===== config.mk =====
export PLATFORM = sky130hd
export DESIGN_NAME = vga_scan_controller_flat
export DESIGN_NICKNAME = d
export VERILOG_FILES = /design/src/rtl/vga_pkg.sv /design/src/rtl/vga_scan_controller_if.sv /design/src/rtl/vga_delay_line.sv /design/src/rtl/vga_scan_controller.sv /design/src/flat_wrapper.sv
export SDC_FILE = /design/constraint.sdc
export NUM_CORES = 1
export LEC_CHECK = 0
export CAP_MARGIN = 30
export CORE_MARGIN = 4
export CORE_UTILIZATION = 48
export CTS_CLUSTER_SIZE = 30
export DETAILED_ROUTE_END_ITERATION = 10
export HOLD_SLACK_MARGIN = 0.05
export PLACE_DENSITY = 0.8
export SYNTH_ARGS = -nofsm -noshare
export SYNTH_HDL_FRONTEND = slang
export SYNTH_SLANG_ARGS = --single-unit

===== constraint.sdc =====
create_clock -name clk -period 3.17 [get_ports clk]
set_input_delay 0.317 -clock clk [delete_from_list [all_inputs] [get_ports clk]]
set_output_delay 0.317 -clock clk [all_outputs]
set_load 0.05 [all_outputs]

===== src/rtl/vga_pkg.sv =====
// vga_pkg: shared definitions for the VGA scan controller.
//   - default 640x480@60 timing constants and derived totals / sync starts
//   - rgb332_t colour typedef ({R[2:0],G[2:0],B[1:0]})
//   - rgb332_expand(): RGB332 -> 24-bit {red,green,blue} by bit replication
package vga_pkg;

    localparam int unsigned VGA_H_ACTIVE = 640;
    localparam int unsigned VGA_H_FP     = 16;
    localparam int unsigned VGA_H_SYNC   = 96;
    localparam int unsigned VGA_H_BP     = 48;
    localparam int unsigned VGA_V_ACTIVE = 480;
    localparam int unsigned VGA_V_FP     = 10;
    localparam int unsigned VGA_V_SYNC   = 2;
    localparam int unsigned VGA_V_BP     = 33;

    localparam int unsigned VGA_H_TOTAL    = VGA_H_ACTIVE + VGA_H_FP + VGA_H_SYNC + VGA_H_BP;
    localparam int unsigned VGA_V_TOTAL    = VGA_V_ACTIVE + VGA_V_FP + VGA_V_SYNC + VGA_V_BP;
    localparam int unsigned VGA_HS_START   = VGA_H_ACTIVE + VGA_H_FP;
    localparam int unsigned VGA_VS_START   = VGA_V_ACTIVE + VGA_V_FP;

    typedef struct packed {
        logic [2:0] r;
        logic [2:0] g;
        logic [1:0] b;
    } rgb332_t;

    // Replicating the MSBs makes full-scale codes map to 8'hFF and zero to 8'h00.
    function automatic logic [23:0] rgb332_expand(input rgb332_t c);
        return {c.r, c.r, c.r[2:1], c.g, c.g, c.g[2:1], c.b, c.b, c.b, c.b};
    endfunction

endpackage


===== src/rtl/vga_scan_controller_if.sv =====
// vga_scan_controller_if: object pixel interface plus DAC pins.
//   pixelX/pixelY/startOfFrame : coordinates issued to the drawing objects
//   RGBin                      : composited RGB332 returned by the object/mux chain
//   hSync/vSync/blankN/red/green/blue : aligned outputs to the VGA DAC
// modport master = scan controller, modport slave = object chain / DAC side.
interface vga_scan_controller_if;
    logic signed [10:0] pixelX;
    logic signed [10:0] pixelY;
    logic               startOfFrame;
    logic [7:0]         RGBin;
    logic               hSync;
    logic               vSync;
    logic               blankN;
    logic [7:0]         red;
    logic [7:0]         green;
    logic [7:0]         blue;

    modport master (
        output pixelX, pixelY, startOfFrame, hSync, vSync, blankN, red, green, blue,
        input  RGBin
    );

    modport slave (
        input  pixelX, pixelY, startOfFrame, hSync, vSync, blankN, red, green, blue,
        output RGBin
    );
endinterface


===== src/rtl/vga_delay_line.sv =====
// vga_delay_line: WIDTH-bit shift register of DEPTH stages (DEPTH >= 1),
// asynchronously cleared to RESET_VAL by active-low rst_n.
//   clk   : clock
//   rst_n : asynchronous active-low clear
//   d_i   : input word
//   q_o   : input word delayed by DEPTH clocks
module vga_delay_line #(
    parameter int unsigned      WIDTH     = 1,
    parameter int unsigned      DEPTH     = 1,
    parameter logic [WIDTH-1:0] RESET_VAL = '0
) (
    input  logic             clk,
    input  logic             rst_n,
    input  logic [WIDTH-1:0] d_i,
    output logic [WIDTH-1:0] q_o
);

    logic [WIDTH-1:0] stage_q [DEPTH];

    always_ff @(posedge clk or negedge rst_n) begin
        if (!rst_n) begin
            for (int unsigned i = 0; i < DEPTH; i++) stage_q[i] <= RESET_VAL;
        end else begin
            stage_q[0] <= d_i;
            for (int unsigned i = 1; i < DEPTH; i++) stage_q[i] <= stage_q[i-1];
        end
    end

    assign q_o = stage_q[DEPTH-1];

endmodule


===== src/rtl/vga_scan_controller.sv =====
// vga_scan_controller: VGA raster timing generator and final colour stage.
//   clk    : pixel clock, one pixel per cycle
//   resetN : asynchronous active-low reset
//   vga    : vga_scan_controller_if.master (pixel coordinates out, RGBin in,
//            aligned sync/blank/colour out)
// Optional feature macro: VGA_BORDER_EN forces the outermost visible rows and
// columns to BORDER_COLOR.
module vga_scan_controller
    import vga_pkg::*;
#(
    parameter int unsigned H_ACTIVE     = VGA_H_ACTIVE,
    parameter int unsigned H_FP         = VGA_H_FP,
    parameter int unsigned H_SYNC       = VGA_H_SYNC,
    parameter int unsigned H_BP         = VGA_H_BP,
    parameter int unsigned V_ACTIVE     = VGA_V_ACTIVE,
    parameter int unsigned V_FP         = VGA_V_FP,
    parameter int unsigned V_SYNC       = VGA_V_SYNC,
    parameter int unsigned V_BP         = VGA_V_BP,
    parameter int unsigned PIPE_DELAY   = 1,
    parameter logic [7:0]  BORDER_COLOR = 8'hFF
) (
    input  logic                  clk,
    input  logic                  resetN,
    vga_scan_controller_if.master vga
);

    localparam logic [10:0] H_LAST   = 11'(H_ACTIVE + H_FP + H_SYNC + H_BP - 1);
    localparam logic [10:0] V_LAST   = 11'(V_ACTIVE + V_FP + V_SYNC + V_BP - 1);
    localparam logic [10:0] H_VIS    = 11'(H_ACTIVE);
    localparam logic [10:0] V_VIS    = 11'(V_ACTIVE);
    localparam logic [10:0] HS_START = 11'(H_ACTIVE + H_FP);
    localparam logic [10:0] HS_END   = 11'(H_ACTIVE + H_FP + H_SYNC);
    localparam logic [10:0] VS_START = 11'(V_ACTIVE + V_FP);
    localparam logic [10:0] VS_END   = 11'(V_ACTIVE + V_FP + V_SYNC);

    // Counters, frame-start flag and run flag.
    // The first clock after reset release only sets run_q, so the counters
    // present (0,0) with startOfFrame high for one full cycle (frame 0).
    logic        run_q;
    logic [10:0] h_q, h_d;
    logic [10:0] v_q, v_d;
    logic        sof_q, sof_d;

    always_comb begin
        h_d   = h_q;
        v_d   = v_q;
        sof_d = 1'b0;
        if (!run_q) begin
            h_d   = '0;
            v_d   = '0;
            sof_d = 1'b1;
        end else begin
            if (h_q == H_LAST) begin
                h_d = '0;
                v_d = (v_q == V_LAST) ? '0 : v_q + 11'd1;
            end else begin
                h_d = h_q + 11'd1;
            end
            sof_d = (h_d == '0) && (v_d == '0);
        end
    end

    always_ff @(posedge clk or negedge resetN) begin
        if (!resetN) begin
            run_q <= 1'b0;
            h_q   <= '0;
            v_q   <= '0;
            sof_q <= 1'b0;
        end else begin
            run_q <= 1'b1;
            h_q   <= h_d;
            v_q   <= v_d;
            sof_q <= sof_d;
        end
    end

    // Undelayed per-pixel flags; gated by run_q so the hold cycle after
    // reset release does not inject a duplicate (0,0) into the pipeline.
    logic vis_in, hs_in, vs_in;
    assign vis_in = run_q && (h_q < H_VIS) && (v_q < V_VIS);
    assign hs_in  = !(run_q && (h_q >= HS_START) && (h_q < HS_END));
    assign vs_in  = !(run_q && (v_q >= VS_START) && (v_q < VS_END));

`ifdef VGA_BORDER_EN
    localparam int unsigned PW = 4;
    logic border_in;
    assign border_in = (h_q == '0) || (h_q == H_VIS - 11'd1) ||
                       (v_q == '0) || (v_q == V_VIS - 11'd1);
    logic [PW-1:0] pipe_in, pipe_out;
    assign pipe_in = {border_in, vis_in, hs_in, vs_in};
`else
    localparam int unsigned PW = 3;
    logic [PW-1:0] pipe_in, pipe_out;
    assign pipe_in = {vis_in, hs_in, vs_in};
`endif

    // Reset word: not visible, both syncs inactive (high).
    vga_delay_line #(
        .WIDTH     (PW),
        .DEPTH     (PIPE_DELAY),
        .RESET_VAL (PW'(3))
    ) u_delay (
        .clk   (clk),
        .rst_n (resetN),
        .d_i   (pipe_in),
        .q_o   (pipe_out)
    );

    // Output register stage: RGBin is sampled on the edge where the delayed
    // visible flag belongs to the same pixel.
    logic        hs_q, vs_q, blank_q;
    logic [23:0] rgb_q;
    rgb332_t     src_col;

    always_comb begin
        src_col = rgb332_t'(vga.RGBin);
`ifdef VGA_BORDER_EN
        if (pipe_out[3]) src_col = rgb332_t'(BORDER_COLOR);
`endif
    end

    always_ff @(posedge clk or negedge resetN) begin
        if (!resetN) begin
            hs_q    <= 1'b1;
            vs_q    <= 1'b1;
            blank_q <= 1'b0;
            rgb_q   <= '0;
        end else begin
            hs_q    <= pipe_out[1];
            vs_q    <= pipe_out[0];
            blank_q <= pipe_out[2];
            rgb_q   <= pipe_out[2] ? rgb332_expand(src_col) : '0;
        end
    end

    assign vga.pixelX       = $signed(h_q);
    assign vga.pixelY       = $signed(v_q);
    assign vga.startOfFrame = sof_q;
    assign vga.hSync        = hs_q;
    assign vga.vSync        = vs_q;
    assign vga.blankN       = blank_q;
    assign vga.red          = rgb_q[23:16];
    assign vga.green        = rgb_q[15:8];
    assign vga.blue         = rgb_q[7:0];

endmodule


===== src/flat_wrapper.sv =====
// flat-port wrapper written by rule: the top's interface ports become plain ports
module vga_scan_controller_flat import vga_pkg::*;
#(
    parameter int unsigned H_ACTIVE     = VGA_H_ACTIVE,
    parameter int unsigned H_FP         = VGA_H_FP,
    parameter int unsigned H_SYNC       = VGA_H_SYNC,
    parameter int unsigned H_BP         = VGA_H_BP,
    parameter int unsigned V_ACTIVE     = VGA_V_ACTIVE,
    parameter int unsigned V_FP         = VGA_V_FP,
    parameter int unsigned V_SYNC       = VGA_V_SYNC,
    parameter int unsigned V_BP         = VGA_V_BP,
    parameter int unsigned PIPE_DELAY   = 1,
    parameter logic [7:0]  BORDER_COLOR = 8'hFF
)
  (clk, resetN, vga_pixelX, vga_pixelY, vga_startOfFrame, vga_hSync, vga_vSync, vga_blankN, vga_red, vga_green, vga_blue, vga_RGBin);
  vga_scan_controller_if vga_i ();
  input  logic clk;
  input  logic resetN;
  output wire logic [$bits(vga_i.pixelX)-1:0] vga_pixelX;
  output wire logic [$bits(vga_i.pixelY)-1:0] vga_pixelY;
  output wire logic [$bits(vga_i.startOfFrame)-1:0] vga_startOfFrame;
  output wire logic [$bits(vga_i.hSync)-1:0] vga_hSync;
  output wire logic [$bits(vga_i.vSync)-1:0] vga_vSync;
  output wire logic [$bits(vga_i.blankN)-1:0] vga_blankN;
  output wire logic [$bits(vga_i.red)-1:0] vga_red;
  output wire logic [$bits(vga_i.green)-1:0] vga_green;
  output wire logic [$bits(vga_i.blue)-1:0] vga_blue;
  input wire logic [$bits(vga_i.RGBin)-1:0] vga_RGBin;
  assign vga_pixelX = vga_i.pixelX;
  assign vga_pixelY = vga_i.pixelY;
  assign vga_startOfFrame = vga_i.startOfFrame;
  assign vga_hSync = vga_i.hSync;
  assign vga_vSync = vga_i.vSync;
  assign vga_blankN = vga_i.blankN;
  assign vga_red = vga_i.red;
  assign vga_green = vga_i.green;
  assign vga_blue = vga_i.blue;
  assign vga_i.RGBin = vga_RGBin;
  vga_scan_controller #(.H_ACTIVE(H_ACTIVE), .H_FP(H_FP), .H_SYNC(H_SYNC), .H_BP(H_BP), .V_ACTIVE(V_ACTIVE), .V_FP(V_FP), .V_SYNC(V_SYNC), .V_BP(V_BP), .PIPE_DELAY(PIPE_DELAY), .BORDER_COLOR(BORDER_COLOR)) u_core (.clk(clk), .resetN(resetN), .vga(vga_i));
endmodule

==> results by group <==
Yosys
  – Main synth FF type: dfrtp_1
  – Multiplexer share of the synthesized area: ~2.3%
  – #FFs+latches synth: 38
  – Compound-Gate Fraction of Synth Area: about 7.3%
  – Post-synthesis cell area: 2186 µm²
  – Post-synth EDFFs: 0
  – Yosys cell types: between 40 and 50
  – Fraction of registers with async set/reset: 100.0%
  – Simple-Gate Fraction of Synth Area: between 20% and 30%
  – Sequential share of the synthesized area: a little over two fifths
  – Avg Inst Size Synth: roughly 9.3 µm²
  – Syn_nets: 247
  – Cells after Synth: between 200 and 250
  – Synth Area in Adders: 1.717%
  – Largest family of logic cells by synthesized area: simple AND/OR/NAND/NOR gates
  – XOR/XNOR share of the synthesized area: roughly 6.0%
  – Warnings from Yosys: 0

Finish
  – Fill count: 390
  – P&R area growth vs syn: 27.13%
  – Register Area: about 960 µm²
  – Nets: between 200 and 300
  – Ant diodes: 0
  – Layout cells sized above 1: approximately a tenth
  – Area occupied by multi-input gates: 1026 µm²
  – Final core occ: between 60 and 70%

Placement
  – Gpl congestion: about 0.89
  – Dpl ws: ~0.37 ns
  – Count of input and output buffers: 59
  – Post-DP HPWL: ~3.5 mm

Timing
  – RSZ-0062 raised after global routing: no
  – Slew @ Worst Pin: about 0.84 ns
  – Minimum clock period: between 2 and 3 ns
  – Setup TNS: 0 ns
  – Post-Route Skew: approximately 0.0074 ns
  – Setup violation total in the final timing report: 0
  – Period utilization: about nine tenths
  – Slew HR: between 40% and 50%
  – Final setup margin: about 0.32 ns
  – Hold violation count in the final report: 0
  – Fmax: 351.1 MHz
  – Final Slew Violations: 0

Setup path
  – Crit end category: flip-flop
  – Flop-to-flop setup slack: 0.32 ns
  – Worst Setup EP: u_core.vga.startOfFrame$_DFF_PN0_
  – Critical path class: flip-flop to flip-flop
  – Element type at the critical path start: flip-flop
  – Reg2reg path depth: 6
  – Crit path cell chain: or4b_4 -> or3_4 -> nor3_1 -> xor2_1 -> or4_4 -> o41ai_2
  – CP Buf/Inv Count: 0
  – Worst Path Max Fanout: 12
  – Cell depth of the worst setup path: 6
  – Reg2reg end: u_core.vga.startOfFrame$_DFF_PN0_
  – Critical-path top delay cell: or4_4
  – Worst Path Required: approximately 3.4 ns
  – Top delay family on crit path: simple AND/OR/NAND/NOR gates
  – WP data arrival: roughly 3.0 ns
  – CP max stage delay: 0.54 ns
  – Reg-to-Reg Start: u_core.vga.pixelX[9]$_DFF_PN0_
  – Worst setup startpoint: u_core.vga.pixelX[9]$_DFF_PN0_

Clocking
  – Clk buf depth: 2
  – Clk_lat worst skew: 0.30 ns
  – Clock transition at path regs: ~0.080 ns
  – TritonCTS clock tree: yes
  – Num CTS Buffers: 5
  – CTS resizes: 0
  – Root Driver: clkbuf_8
  – Clock sinks: 38
  – Hold buffer count at CTS: 0
  – CTS H-tree lvls: 2
  – Setup Buffers After CTS: 0

Global route
  – Vias in the first global route: 1658
  – Largest net degree at the start of global routing: 39
  – First-pass GRT wire length: between 8 and 9 mm
  – GRT overflow: 0
  – Total track usage: between 10% and 20%
  – Initial antenna violation count: 0

Hold path
  – HP Class: input port to async pin

Power and ir drop
  – Worst vdd ir: between 0.00015 and 0.0002 V
  – Static leakage: between 1 and 1.5 nW
  – P per Cell Area: around 390 nW/µm²

Detailed routing
  – Routed WL per cell: 15.43 µm
  – WL final: 5.030 mm
  – Vias/cell: ~5.6
  – Initial DRT Pass Iterations: 4
  – Detail Route met2 WL: 2.283 mm
  – Antenna-violating nets left: 0
  – Wire length on met3: between 400 and 500 µm
  – Post-route DRC: 0
  – DRT iter0 DRCs: 81
  – Uppermost layer routed: met4
  – Vias: about 1800
  – Wl on met1: ~2.2 mm

Die
  – Core Box Area: about 4400 µm²
  – Initial Utilization: roughly 50%
  – Core Rows: 24
  – I/O Pins: 60
  – Die X: roughly 75 µm
  – Die Y: about 75 µm
  – Die area: ~5700 µm²

Job
  – MaxCap Viol Count: 0

Run status
  – Status: complete, no violations
## area by class of cell
type / count / share of cell area, %
clock buffer: 5 / 2.476
inverter: 2 / 0.2701
multi-input combinational: 163 / 36.92
sequential: 38 / 34.40
timing repair buffer: 63 / 22.15
clock inverter: 3 / 1.441
tap: 52 / 2.341
## per-layer routing
| metal | vias to the layer above | GRT usage, % |
|---|---|---|
| met5 | - | 0 |
| met4 | 0 | 7.184 |
| met3 | 6 | 4.749 |
| met2 | 91 | 28.57 |
| met1 | 866 | 24.85 |
| li1 | 871 | - |
## worst reg2reg max path: cells and delay by family, from the launching register on
| kind | cells | cell delay, ns |
|---|---|---|
| flip-flops | 1 | 0.49 |
| XOR/XNOR | 1 | 0.11 |
| AND/OR/NAND/NOR | 4 | 1.78 |
| AO/OA/AOI/OAI | 1 | 0.36 |
## cells in the final DEF, fill, tap and decap left out, types with 2 or more instances in the layout
cell type and n:
buf_4 4, nor2_1 16, and4_1 3, inv_1 2, xnor2_1 6, and2_1 14, dfrtp_1 34, or4_1 3
nand4_1 5, nand2_1 15, mux2i_1 4, a21boi_0 2, nand3_1 13, and3_1 2, clkinv_2 2, clkdlybuf4s50_1 58
nor3_1 13, a21oi_1 9, nand2b_1 4, ha_1 3, dfstp_2 4, or3_1 3, nor4_1 5, nor2b_1 10
clkbuf_8 5, o21ai_0 8, xor2_1 9
## cell usage after synthesis (3+ instances only)
| cell type | n | area [µm²] |
|---|---|---|
| a21oi_1 | 9 | 45.04 |
| and2_1 | 14 | 87.58 |
| and4_1 | 3 | 26.28 |
| buf_4 | 17 | 127.6 |
| clkbuf_1 | 11 | 41.29 |
| dfrtp_1 | 34 | 850.8 |
| dfstp_2 | 4 | 105.1 |
| ha_1 | 3 | 37.54 |
| mux2i_1 | 4 | 40.04 |
| nand2_1 | 15 | 56.30 |
| nand2b_1 | 4 | 25.02 |
| nand3_1 | 13 | 65.06 |
| nand4_1 | 5 | 31.28 |
| nor2_1 | 16 | 60.06 |
| nor2b_1 | 10 | 62.56 |
| nor3_1 | 13 | 65.06 |
| nor4_1 | 5 | 31.28 |
| o21ai_0 | 8 | 40.04 |
| or3_1 | 3 | 18.77 |
| or4_1 | 3 | 22.52 |
| xnor2_1 | 6 | 52.55 |
| xor2_1 | 9 | 78.83 |
## flip-flops by register name (all words and copies together) (netlist names)
register	flops
u_core.rgb_q	8
u_core.run_q	1
u_core.u_delay.q_o	3
u_core.vga.blankN	1
u_core.vga.hSync	1
u_core.vga.pixelX	11
u_core.vga.pixelY	11
u_core.vga.startOfFrame	1
u_core.vga.vSync	1
## worst min-delay path by stage
stage	to	cells past startpoint	from
floorplan	u_core.rgb_q[13]$_DFF_PN0_	0	resetN
global route	u_core.vga.pixelY[4]$_DFF_PN0_	1	resetN
CTS	u_core.vga.pixelY[4]$_DFF_PN0_	1	resetN
finish	u_core.vga.pixelY[4]$_DFF_PN0_	1	resetN
global placement	u_core.vga.vSync$_DFF_PN1_	0	u_core.u_delay.q_o[0]$_DFF_PN1_
detailed placement	u_core.vga.vSync$_DFF_PN1_	0	u_core.u_delay.q_o[0]$_DFF_PN1_
## per-stage QoR
| step | power [mW] | area (µm²) | std cells | hold slack (ns) |
|---|---|---|---|---|
| floorplan | 0.6289 | 2186 | 234 | 0.02141 |
| global route | 1.122 | 2779 | 326 | 0.1846 |
| global placement | 0.6791 | 2670 | 318 | 0.3465 |
| finish | 1.080 | 2779 | 326 | 0.1169 |
| CTS | 1.088 | 2779 | 326 | 0.1476 |
| detailed placement | 0.6812 | 2670 | 318 | 0.3468 |
## power by group
| part | leakage (nW) | switching, mW | internal (mW) |
|---|---|---|---|
| Clock | 0.0579 | 0.178 | 0.232 |
| Combinational | 0.616 | 0.104 | 0.0566 |
| Sequential | 0.496 | 0.0141 | 0.496 |
## cell families after synthesis
kind of cell | after synthesis
mux | 5
compound gates | 25
fa+ha+maj | 3
other cells | 1
buf+inv | 33
simple gates | 114
xor+xnor | 15
flops | 38
Note: power is estimated with default switching activity, not from simulation.
